`config.mk`:
```
export PLATFORM = sky130hd
export DESIGN_NAME = pistorm_txn_queue
export DESIGN_NICKNAME = d
export VERILOG_FILES = /design/src/rtl/pistorm_txn_queue.sv
export SDC_FILE = /design/constraint.sdc
export NUM_CORES = 1
export LEC_CHECK = 0
export CORE_MARGIN = 2
export CORE_UTILIZATION = 45
export DETAILED_ROUTE_END_ITERATION = 16
export PLACE_DENSITY = 0.66
export SLEW_MARGIN = 10
export SYNTH_ARGS = -nofsm -noshare
export SYNTH_HDL_FRONTEND = slang
export SYNTH_SLANG_ARGS = --single-unit
```
`constraint.sdc`:
```
create_clock -name M68K_CLK -period 3.7 [get_ports M68K_CLK]
set_input_delay 0.74 -clock M68K_CLK [delete_from_list [all_inputs] [get_ports M68K_CLK]]
set_output_delay 0.74 -clock M68K_CLK [all_outputs]
set_load 0.1 [all_outputs]
```
`src/rtl/pistorm_txn_queue.sv`:
```
// Transaction queue between the Pi register port and the 68K bus sequencer.
// Staged address/data/size/direction are pushed on ADDR_HI writes and issued in order over req/ack.
module pistorm_txn_queue #(
    parameter int DEPTH = 4
) (
    input  logic        M68K_CLK,
    input  logic        RESET,
    input  logic        REG_WE,
    input  logic [1:0]  REG_A,
    input  logic [15:0] REG_D,
    input  logic        BUS_ACK,
    input  logic [15:0] BUS_RDATA,
    input  logic        BUS_ABORT,
    output logic        BUS_REQ,
    output logic [22:0] BUS_ADDR,
    output logic [15:0] BUS_WDATA,
    output logic        BUS_RW,
    output logic        BUS_SZ,
    output logic        BUS_A0,
    output logic [15:0] RD_DATA,
    output logic        TXN_IN_PROGRESS,
    output logic        QUEUE_FULL,
    output logic        OVERFLOW
);
    localparam int AW = $clog2(DEPTH);
    localparam logic [AW:0] C_DEPTH = (AW+1)'(DEPTH);

    typedef enum logic {ST_IDLE, ST_REQ} state_t;

    typedef struct packed {
        logic [22:0] addr;
        logic [15:0] wdata;
        logic        rw;
        logic        sz;
        logic        a0;
    } entry_t;

    entry_t      r_mem [DEPTH];
    logic [15:0] r_stage_d;
    logic [15:1] r_stage_a_lo;
    logic [7:0]  r_stage_a_hi;
    logic        r_stage_a0;
    logic        r_stage_sz;
    logic        r_stage_rw;
    logic [AW-1:0] r_wr_ptr;
    logic [AW-1:0] r_rd_ptr;
    logic [AW:0]   r_count;
    logic [15:0] r_rd_data;
    logic        r_overflow;
    logic        r_gap;
    state_t      r_state;
    state_t      w_state_next;

    logic   w_push, w_pop, w_accept, w_not_empty, w_full;
    entry_t w_entry, w_head;

    assign w_not_empty = (r_count != '0);
    assign w_full      = (r_count == C_DEPTH);
    assign w_push      = REG_WE && (REG_A == 2'd2);
    assign w_pop       = BUS_ACK && (r_state == ST_REQ) && w_not_empty && !BUS_ABORT;
    // A pop in the same cycle frees a slot, so a full queue still accepts the push.
    assign w_accept    = w_push && (!w_full || w_pop) && !BUS_ABORT;
    assign w_entry     = '{addr: {REG_D[7:0], r_stage_a_lo}, wdata: r_stage_d,
                           rw: REG_D[9], sz: REG_D[8], a0: r_stage_a0};
    assign w_head      = r_mem[r_rd_ptr];

    always_ff @(posedge M68K_CLK or posedge RESET) begin
        if (RESET) begin
            r_stage_d    <= '0;
            r_stage_a_lo <= '0;
            r_stage_a_hi <= '0;
            r_stage_a0   <= 1'b0;
            r_stage_sz   <= 1'b0;
            r_stage_rw   <= 1'b0;
        end else if (REG_WE) begin
            case (REG_A)
                2'd0: r_stage_d <= REG_D;
                2'd1: begin
                    r_stage_a_lo <= REG_D[15:1];
                    r_stage_a0   <= REG_D[0];
                end
                2'd2: begin
                    r_stage_a_hi <= REG_D[7:0];
                    r_stage_sz   <= REG_D[8];
                    r_stage_rw   <= REG_D[9];
                end
                default: ;
            endcase
        end
    end

    always_ff @(posedge M68K_CLK) begin
        if (w_accept) r_mem[r_wr_ptr] <= w_entry;
    end

    always_ff @(posedge M68K_CLK or posedge RESET) begin
        if (RESET) begin
            r_wr_ptr  <= '0;
            r_rd_ptr  <= '0;
            r_count   <= '0;
            r_rd_data <= '0;
            r_gap     <= 1'b0;
        end else if (BUS_ABORT) begin
            r_wr_ptr <= '0;
            r_rd_ptr <= '0;
            r_count  <= '0;
            r_gap    <= 1'b0;
        end else begin
            r_gap <= w_pop;
            if (w_accept) r_wr_ptr <= r_wr_ptr + 1'b1;
            if (w_pop) begin
                r_rd_ptr <= r_rd_ptr + 1'b1;
                if (w_head.rw) r_rd_data <= BUS_RDATA;
            end
            if (w_accept && !w_pop)      r_count <= r_count + 1'b1;
            else if (!w_accept && w_pop) r_count <= r_count - 1'b1;
        end
    end

    always_ff @(posedge M68K_CLK or posedge RESET) begin
        if (RESET)
            r_overflow <= 1'b0;
        else if (w_push && w_full && !w_pop && !BUS_ABORT)
            r_overflow <= 1'b1;
    end

    always_ff @(posedge M68K_CLK or posedge RESET) begin
        if (RESET) r_state <= ST_IDLE;
        else       r_state <= w_state_next;
    end

    // The ack gap holds the request low one full cycle so the sequencer re-samples the head.
    always_comb begin
        w_state_next = r_state;
        case (r_state)
            ST_IDLE: if (w_not_empty && !r_gap) w_state_next = ST_REQ;
            ST_REQ:  if (w_pop) w_state_next = ST_IDLE;
            default: w_state_next = ST_IDLE;
        endcase
        if (BUS_ABORT) w_state_next = ST_IDLE;
    end

    assign BUS_REQ         = (r_state == ST_REQ);
    assign BUS_ADDR        = w_not_empty ? w_head.addr  : '0;
    assign BUS_WDATA       = w_not_empty ? w_head.wdata : '0;
    assign BUS_RW          = w_not_empty ? w_head.rw    : 1'b1;
    assign BUS_SZ          = w_not_empty ? w_head.sz    : 1'b0;
    assign BUS_A0          = w_not_empty ? w_head.a0    : 1'b0;
    assign RD_DATA         = r_rd_data;
    assign TXN_IN_PROGRESS = w_not_empty;
    assign QUEUE_FULL      = w_full;
    assign OVERFLOW        = r_overflow;
endmodule

```
==> metrics.log, run 1 <==
[metrics] Pleak: 0.00394 uW
[metrics] Worst setup EP type: primary output
[metrics] critical path peak fanout: 24
[metrics] result of the run: finished clean
[metrics] horizontal die dimension: 144 um
[metrics] most common cell after layout, fill and taps aside: edfxtp_1
[metrics] Resize count post-CTS: 0
[metrics] share of synthesized flip-flops with an asynchronous set or reset: 0.257
[metrics] Synth Net Count: 493
[metrics] proportion of power drawn by combinational gates: 0.337
[metrics] Tot GR Track Use: 0.169
[metrics] worst path required time: 2.96 ns
[metrics] final number of hold-violating endpoints: 0
[metrics] setup tns final: 0 ns
[metrics] sequential area share after synthesis: 0.732
[metrics] number of cells on the worst reg-to-reg path: 8
[metrics] type of the tightest min-delay check: reg2reg
[metrics] detailed router's first-iteration violation count: 294
[metrics] weighted congestion at the end of routability-driven global placement: 0.775
[metrics] total of hold buffers inserted after clock tree synthesis: 0
[metrics] Max Transition Viols Final: 0
[metrics] slew margin rel.: 0.339
[metrics] mean cell area of the mapped netlist: 19.8 um2
[metrics] Layout Skew: 0.00732 ns
[metrics] Antenna Nets Post-Route: 0
[metrics] Net Sw Frac: 0.390
[metrics] sequential standard cell area: 6500 um2
[metrics] minimum hold slack: 0.483 ns
[metrics] # clock sinks: 226
[metrics] highest-count cells in the layout ignoring fill and taps: edfxtp_1 (168), buf_4 (57), dfrtp_1 (56), clkdlybuf4s50_1 (56), and2_1 (43)
[metrics] most used flip-flop cell after synthesis: edfxtp_1
[metrics] Max Cap Violations: 0
[metrics] post-detailed-route DRC marker count: 0
[metrics] cell at the root of the clock tree: clkbuf_16
[metrics] setup repair after global routing missed its margin: no
[metrics] effective utilization at floorplan: 0.457
[metrics] routed length per instance: 19.9 um
[metrics] area growth from synthesis to layout: 23.0%
[metrics] total grt overflow: 0
[metrics] number of core rows: 51
[metrics] Peak Freq: 325 MHz
[metrics] worst ir drop on vdd: 578 uV
[metrics] via count of the first global-routing pass: 4,764
[metrics] post-detailed-placement half-perimeter wirelength: 10,200 um
[metrics] final setup violating endpoints: 0
[metrics] clock power share: 0.278
[metrics] footprint of the multi-input gates: 2250 um2
[metrics] worst endpoint data arrival time: 2.34 ns
[metrics] clock tree from TritonCTS: yes
[metrics] share of total power in sequential cells: 0.385
[metrics] classification of the worst setup path: reg2out
[metrics] P_int: 4910 uW
[metrics] nature of the critical path startpoint: flip-flop
[metrics] Die Area: 20,800 um2
[metrics] insertion delay to the later sink of the worst-skew pair: 0.50 ns
[metrics] y dimension of the die: 144 um
[metrics] antenna violations before repair: 1
[metrics] wirelength, routed: 17,000 um
[metrics] clock-pin slew reported for the worst setup and hold paths after clock tree synthesis: 0.06 ns
[metrics] Via density: 5.27
[metrics] fin nets: 615
[metrics] RR Startpoint: r_count[1]
[metrics] Antenna diodes: 0
[metrics] launching element of the worst setup path: r_rd_ptr[0]
[metrics] post-synthesis register bit count: 226
[metrics] first-pass detailed-route iteration total: 4
[metrics] pin count of the biggest net entering global routing: 59
[metrics] standard cell core area: 19,400 um2
[metrics] Top-Level Pins: 101
[metrics] count of different cell masters after synthesis: 43
[metrics] number of enable-type register cells in the synthesized netlist: 168
[metrics] Setup Fix Bufs, Post-CTS: 0
[metrics] Mapped Cells: 449
[metrics] vias after detailed routing: 4,499
[metrics] slew of the pin with the lowest slew margin: 0.989 ns
[metrics] hold path startpoint: OVERFLOW
[metrics] Clock Path Buffers: 3
[metrics] minimum clock period: 3.08 ns
[metrics] wire length of the first global-routing pass: 26,500 um
[metrics] total number of H-tree levels: 1
[metrics] ratio of cells with drive above 1 in the final layout: 0.324
[metrics] pwr dens: 737 nW/um2
[metrics] filler instances: 1,515
[metrics] Psw: 3140 uW
[metrics] number of input and output port buffers inserted: 100
[metrics] Warnings, synthesis: 0
[metrics] mapped cell area: 8870 um2
[metrics] total CTS buffers: 24
[metrics] share of the clock period used by the worst path: 0.831
[metrics] Min-Delay Path Depth: 1
## flip-flops by register name (all words and copies together) (netlist names)
| register | flops |
|---|---|
| BUS_REQ | 1 |
| r_count | 3 |
| r_stage_d | 16 |
| r_mem | 168 |
| r_gap | 1 |
| r_stage_a0 | 1 |
| OVERFLOW | 1 |
| r_rd_ptr | 2 |
| r_wr_ptr | 2 |
| r_stage_a_lo | 15 |
| RD_DATA | 16 |
## layout make-up
cell class,instances,share of cell area
clock inverter,13,0.00848
inverter,7,0.00241
timing repair buffer,117,0.0979
multi-input combinational,195,0.206
clock buffer,31,0.0594
sequential,226,0.596
tap,265,0.0304
## stage by stage
| stage | setup slack, ns | area (um2) | utilization | total power, uW | cells |
|---|---|---|---|---|---|
| after floorplan | 0.419 | 8870 | - | 5260 | 449 |
| after global placement | 0.475 | 10200 | 0.524 | 5860 | 810 |
| after detailed placement | 0.387 | 10200 | 0.524 | 5880 | 810 |
| after CTS | 0.545 | 10900 | 0.563 | 8130 | 854 |
| after global routing | 0.466 | 10900 | 0.563 | 8330 | 854 |
| final | 0.625 | 10900 | 0.563 | 8050 | 854 |
## cell usage after synthesis (2+ instances only)
master,count,area (um2)
o211ai_1,2,15.0
nand3_1,4,20.0
nand3b_1,3,22.5
nand2_1,3,11.3
nor2_1,11,41.3
clkbuf_1,12,45.0
o21ai_0,2,10.0
and2_1,47,294
a21oi_1,4,20.0
edfxtp_1,168,5040
dfrtp_1,58,1450
mux2_1,6,67.6
inv_1,7,26.3
ha_1,4,50.1
mux2_2,32,360
xnor2_1,3,26.3
mux2_4,10,150
buf_2,7,35.0
mux4_2,42,946
## critical path, stage by stage, from the launching register on
cell and delay [ns]:
dfrtp_2 0.36, buf_4 0.43, mux4_2 0.63, nand2b_1 0.17, buf_4 0.25
## cells by family (layout without fill, tap and decap cells)
family / after synthesis / after routing / share of synthesized area
AO/OA/AOI/OAI: 15 / 15 / 0.0117
XOR/XNOR: 4 / 4 / 0.00395
buffers and inverters: 28 / 168 / 0.0155
multiplexers: 91 / 91 / 0.173
flip-flops: 226 / 226 / 0.732
AND/OR/NAND/NOR: 80 / 80 / 0.0556
adder cells (fa/ha/maj): 5 / 5 / 0.00790
## power by group through the flow
stage	Sequential, uW	Combinational [uW]	Clock [uW]
after floorplan	3560	1700	0
after global placement	3130	2720	0
after detailed placement	3140	2740	0
after CTS	3100	2740	2290
after global routing	3120	2820	2390
final	3100	2720	2240
## final timing paths
path	end	slack [ns]
max in group asynchronous	r_rd_ptr[1]	2.34
hold / removal	OVERFLOW	0.48
hold reg to reg	OVERFLOW	0.48
setup / recovery	BUS_RW	0.62
setup reg to reg	r_count[2]	1.08
min in group asynchronous	RD_DATA[8]	0.79
## layer usage
layer  global-route usage  vias to the layer above  routed length [um]
met2                0.291                      144                8530
met4               0.0409                        0                 299
li1                     -                     1992                   -
met1                0.220                     2339                7100
met3               0.0391                       24                1050
met5                    0                        -                   0
(Power assumes the default switching activity.)
==> inputs of run 2 (changes only) <==
Clock period 3.7 ns to 2.9 ns, I/O delays scaled along.
==> metrics.log, run 2 (same netlist as run 1, synthesis figures left out) <==
[metrics] result of the run: finished clean
[metrics] post-detailed-placement half-perimeter wirelength: 9960 um
[metrics] pwr dens: 962 nW/um2
[metrics] Via density: 5.18
[metrics] share of total power in sequential cells: 0.355
[metrics] Net Sw Frac: 0.369
[metrics] Tot GR Track Use: 0.167
[metrics] Post-Place Cell Area: 10,800 um2
[metrics] final setup violating endpoints: 0
[metrics] # clock sinks: 226
[metrics] peak per-stage delay on the critical path: 0.53 ns
[metrics] detailed router's first-iteration violation count: 311
[metrics] total of hold buffers inserted after clock tree synthesis: 0
[metrics] Die Area: 20,800 um2
[metrics] total power draw: 11,100 uW
[metrics] total number of H-tree levels: 1
[metrics] slew of the pin with the lowest slew margin: 0.446 ns
[metrics] footprint of the multi-input gates: 2250 um2
[metrics] GRT Max-Usage Layer: met2
[metrics] most prevalent standard cell on the critical path: buf_12
[metrics] nature of the critical path startpoint: flip-flop
[metrics] wire length of the first global-routing pass: 26,600 um
[metrics] met1 Resource Use GR: 0.218
[metrics] final number of hold-violating endpoints: 0
[metrics] effective utilization at floorplan: 0.457
[metrics] setup tns final: 0 ns
[metrics] share of the clock period used by the worst path: 0.954
[metrics] horizontal die dimension: 144 um
[metrics] Max Transition Viols Final: 0
[metrics] post-detailed-route DRC marker count: 0
[metrics] critical path peak fanout: 26
[metrics] Peak Freq: 361 MHz
[metrics] Pleak: 0.00420 uW
[metrics] total CTS buffers: 24
[metrics] weighted congestion at the end of routability-driven global placement: 0.744
[metrics] met3 capacity usage during global routing: 0.0348
[metrics] number of core rows: 51
[metrics] count of placed standard cells including taps: 815
[metrics] post-route standard cell area excluding fillers: 11,600 um2
[metrics] insertion delay to the later sink of the worst-skew pair: 0.50 ns
[metrics] ratio of cells with drive above 1 in the final layout: 0.370
[metrics] P_int: 7030 uW
[metrics] fin nets: 620
[metrics] proportion of power drawn by combinational gates: 0.366
[metrics] clock power share: 0.279
[metrics] slew margin rel.: 0.703
[metrics] number of flip-flops under the largest register name: 168
[metrics] Layout Skew: 0.00512 ns
[metrics] y dimension of the die: 144 um
[metrics] most common cell after layout, fill and taps aside: edfxtp_1
[metrics] Antenna diodes: 0
[metrics] Worst setup EP type: primary output
[metrics] number of input and output port buffers inserted: 100
[metrics] Psw: 4120 uW
[metrics] total grt overflow: 0
[metrics] area growth from synthesis to layout: 30.7%
[metrics] standard cell core area: 19,400 um2
[metrics] Slowest-stage cell, CP: mux4_2
[metrics] clock-pin slew reported for the worst setup and hold paths after clock tree synthesis: 0.06 ns
[metrics] first-pass detailed-route iteration total: 4
[metrics] wirelength, routed: 16,600 um
[metrics] Crit path buffers/inverters: 2
[metrics] Setup Fix Bufs, Post-CTS: 0
[metrics] clock tree from TritonCTS: yes
[metrics] type of the tightest min-delay check: in2async
[metrics] Max Cap Violations: 0
[metrics] highest-count cells in the layout ignoring fill and taps: edfxtp_1 (168), dfrtp_1 (55), buf_12 (51), mux4_2 (42), and2_1 (42)
[metrics] pin count of the biggest net entering global routing: 46
[metrics] filler instances: 1,459
[metrics] Top reg by flops: r_mem
[metrics] sequential standard cell area: 6500 um2
[metrics] minimum clock period: 2.77 ns
[metrics] setup repair after global routing missed its margin: no
[metrics] via count of the first global-routing pass: 4,910
[metrics] cell at the root of the clock tree: clkbuf_16
[metrics] antenna violations before repair: 1
[metrics] kind of cell adding the most delay to the critical path: multiplexers
[metrics] vias after detailed routing: 4,448
[metrics] non-filler cells, final: 859
[metrics] worst ir drop on vdd: 669 uV
[metrics] global-route met2 utilization: 0.291
[metrics] routed length per instance: 19.3 um
[metrics] Antenna Nets Post-Route: 0
[metrics] classification of the worst setup path: reg2out
[metrics] worst path required time: 2.32 ns
[metrics] Top-Level Pins: 101
[metrics] cell-by-cell trace of the critical path: buf_12 -> mux4_2 -> and2_1 -> buf_12
[metrics] worst endpoint data arrival time: 2.19 ns
[metrics] Clock Path Buffers: 3
==> run 2: cell types whose count changed in the layout (fill, tap and decap cells not counted), sizes merged <==
cell	change
buf	+23
bufinv	+1
clkbuf	+6
clkdlybuf4s50	-18
clkinv	-6
inv	-1
==> run 2: path summary, 6_finish.rpt <==
path / from / end / slack [ns] / cells past startpoint
setup / recovery: r_rd_ptr[0] / BUS_ADDR[7] / 0.13 / 4
hold / removal: RESET / r_stage_d[14] / 0.39 / 2
setup reg to reg: r_count[1] / r_count[2] / 0.41 / 8
hold reg to reg: OVERFLOW / OVERFLOW / 0.48 / 1
max in group asynchronous: RESET / r_rd_ptr[0] / 1.91 / 3
min in group M68K_CLK: OVERFLOW / OVERFLOW / 0.48 / 1
==> run 2: worst reg2reg max path, delay by kind of cell, from the launching register on <==
family,cells,cell delay (ns)
AND/OR/NAND/NOR,5,1.17
AO/OA/AOI/OAI,2,0.35
adder cells (fa/ha/maj),1,0.39
flip-flops,1,0.47
==> run 2: area by class of cell <==
type | instances | share of cell area
clock inverters | 7 | 0.00788
repair buffers | 122 | 0.142
clock buffers | 37 | 0.0639
inverters | 7 | 0.00227
well taps | 265 | 0.0286
flip-flops and latches | 226 | 0.561
multi-input cells | 195 | 0.194
==> run 2: repair_timing <==
action                     CTS  global route
setup endpoints to repair    0            40
hold endpoints to repair     0             0
resized for setup            0             1
==> run 2: per-stage QoR <==
step	setup slack, ns	utilization	hold WS [ns]
after global placement	0.126	0.554	0.469
after CTS	0.0919	0.597	0.396
final	0.133	0.598	0.394
after detailed placement	0.0488	0.554	0.463
after global routing	0.0382	0.598	0.416
after floorplan	0.144	-	0.469
==> run 2: per-layer routing <==
layer / vias up / share of wire
met5: - / 0
met4: 0 / 0.014
met3: 20 / 0.058
met2: 131 / 0.51
met1: 2295 / 0.42
li1: 2002 / -
==> run 2: power by group through the flow <==
| stage | combinational, uW | sequential, uW | clock, uW |
|---|---|---|---|
| floorplan | 2170 | 4540 | 0 |
| global placement | 4080 | 3990 | 0 |
| detailed placement | 4120 | 4010 | 0 |
| CTS | 4120 | 3950 | 3180 |
| global route | 4230 | 3990 | 3310 |
| finish | 4080 | 3960 | 3110 |
==> inputs of run 3 (changes only) <==
Settings changed: RECOVER_POWER set to 100.
==> metrics.log, run 3 (same netlist as run 1, synthesis figures left out) <==
[metrics] filler instances: 1,534
[metrics] Top reg by flops: r_mem
[metrics] Tot GR Track Use: 0.167
[metrics] Max Cap Violations: 0
[metrics] Min-Delay Path Depth: 1
[metrics] post-detailed-placement half-perimeter wirelength: 9960 um
[metrics] number of cells on the worst reg-to-reg path: 8
[metrics] Setup Fix Bufs, Post-CTS: 0
[metrics] Max Transition Viols Final: 0
[metrics] logic depth of the worst path, buffers included: 4
[metrics] worst setup slack after layout: 0.0907 ns
[metrics] y dimension of the die: 144 um
[metrics] type of the tightest min-delay check: reg2reg
[metrics] result of the run: finished clean
[metrics] pwr dens: 966 nW/um2
[metrics] number of core rows: 51
[metrics] worst endpoint data arrival time: 2.23 ns
[metrics] number of input and output port buffers inserted: 100
[metrics] Layout Skew: 0.00573 ns
[metrics] effective utilization at floorplan: 0.457
[metrics] slew margin rel.: 0.189
[metrics] insertion delay to the later sink of the worst-skew pair: 0.50 ns
[metrics] peak per-stage delay on the critical path: 0.62 ns
[metrics] total number of H-tree levels: 1
[metrics] first-pass detailed-route iteration total: 4
[metrics] Worst setup EP type: primary output
[metrics] clock tree from TritonCTS: yes
[metrics] Via density: 5.19
[metrics] total power draw: 10,900 uW
[metrics] horizontal die dimension: 144 um
[metrics] classification of the worst setup path: reg2out
[metrics] area growth from synthesis to layout: 26.9%
[metrics] antenna violations before repair: 2
[metrics] Crit path buffers/inverters: 2
[metrics] standard cell core area: 19,400 um2
[metrics] Clock Path Buffers: 3
[metrics] sequential standard cell area: 6500 um2
[metrics] Die Area: 20,800 um2
[metrics] Pleak: 0.00397 uW
[metrics] number of flip-flops under the largest register name: 168
[metrics] weighted congestion at the end of routability-driven global placement: 0.744
[metrics] slew of the pin with the lowest slew margin: 1.22 ns
[metrics] post-detailed-route DRC marker count: 0
[metrics] ratio of cells with drive above 1 in the final layout: 0.305
[metrics] total CTS buffers: 24
[metrics] wire length of the first global-routing pass: 26,600 um
[metrics] kind of cell adding the most delay to the critical path: flip-flops
[metrics] via count of the first global-routing pass: 4,910
[metrics] worst ir drop on vdd: 630 uV
[metrics] fin nets: 620
[metrics] final core area utilization: 0.580
[metrics] setup slack at placement: 0.0488 ns
[metrics] cell-by-cell trace of the critical path: buf_8 -> mux4_2 -> and2_0 -> buf_12
[metrics] worst path required time: 2.32 ns
[metrics] share of the clock period used by the worst path: 0.969
[metrics] wirelength, routed: 16,600 um
[metrics] pin count of the biggest net entering global routing: 46
[metrics] vias after detailed routing: 4,461
[metrics] # clock sinks: 226
[metrics] minimum clock period: 2.81 ns
[metrics] final number of hold-violating endpoints: 0
[metrics] clock-pin slew reported for the worst setup and hold paths after clock tree synthesis: 0.06 ns
[metrics] final setup violating endpoints: 0
[metrics] detailed router's first-iteration violation count: 288
[metrics] setup tns final: 0 ns
[metrics] footprint of the multi-input gates: 2200 um2
[metrics] critical path peak fanout: 30
[metrics] nature of the critical path startpoint: flip-flop
[metrics] cell at the root of the clock tree: clkbuf_16
[metrics] routed length per instance: 19.3 um
[metrics] Peak Freq: 356 MHz
[metrics] Top-Level Pins: 101
[metrics] Antenna Nets Post-Route: 0
[metrics] most common cell after layout, fill and taps aside: edfxtp_1
[metrics] Slowest-stage cell, CP: dfrtp_2
[metrics] total grt overflow: 0
[metrics] highest-count cells in the layout ignoring fill and taps: edfxtp_1 (168), dfrtp_1 (55), mux4_2 (42), buf_12 (34), mux2_2 (32)
[metrics] setup repair after global routing missed its margin: no
[run 3: metrics by stage]
step	hold slack, ns	cell area [um2]	cells
after floorplan	0.469	8880	449
after global placement	0.469	10800	815
after detailed placement	0.463	10800	815
after CTS	0.396	11600	859
after global routing	0.511	11300	860
final	0.478	11300	860
[run 3: cell type report]
cell class / instances / share of cell area
flip-flops and latches: 226 / 0.577
multi-input cells: 195 / 0.195
repair buffers: 122 / 0.122
clock buffers: 37 / 0.0658
well taps: 265 / 0.0294
clock inverters: 7 / 0.00811
inverters: 7 / 0.00233
diodes: 1 / 0.000222
[run 3: worst paths after layout]
check                                  from       endpoint  slack (ns)
worst max-delay path            r_rd_ptr[1]   BUS_WDATA[8]        0.09
worst min-delay path               OVERFLOW       OVERFLOW        0.48
worst max register to register   r_count[1]     r_count[2]        0.37
worst min register to register     OVERFLOW       OVERFLOW        0.48
max in group asynchronous             RESET        BUS_REQ        0.65
min in group asynchronous             RESET  r_stage_d[14]        0.63
[run 3: power breakdown]
part           leakage (uW)  switching [uW]  internal, uW  total, uW
Sequential          0.00224             183          3770       3950
Combinational       0.00132            2730          1090       3820
Clock              0.000409            1180          1940       3110
[run 3: layer usage]
| metal | up-vias | share of wire | routed length (um) | track usage |
|---|---|---|---|---|
| li1 | 2010 | - | - | - |
| met1 | 2293 | 0.41 | 6850 | 0.218 |
| met2 | 135 | 0.51 | 8490 | 0.291 |
| met3 | 23 | 0.059 | 973 | 0.0348 |
| met4 | 0 | 0.015 | 242 | 0.0399 |
| met5 | - | 0 | 0 | 0 |
[run 3: timing repair]
| item | in CTS | in global routing |
|---|---|---|
| hold buffers | 0 | 0 |
| resized for setup | 0 | 1 |
| hold endpoints to repair | 0 | 0 |
| endpoints found under the setup margin | 0 | 40 |
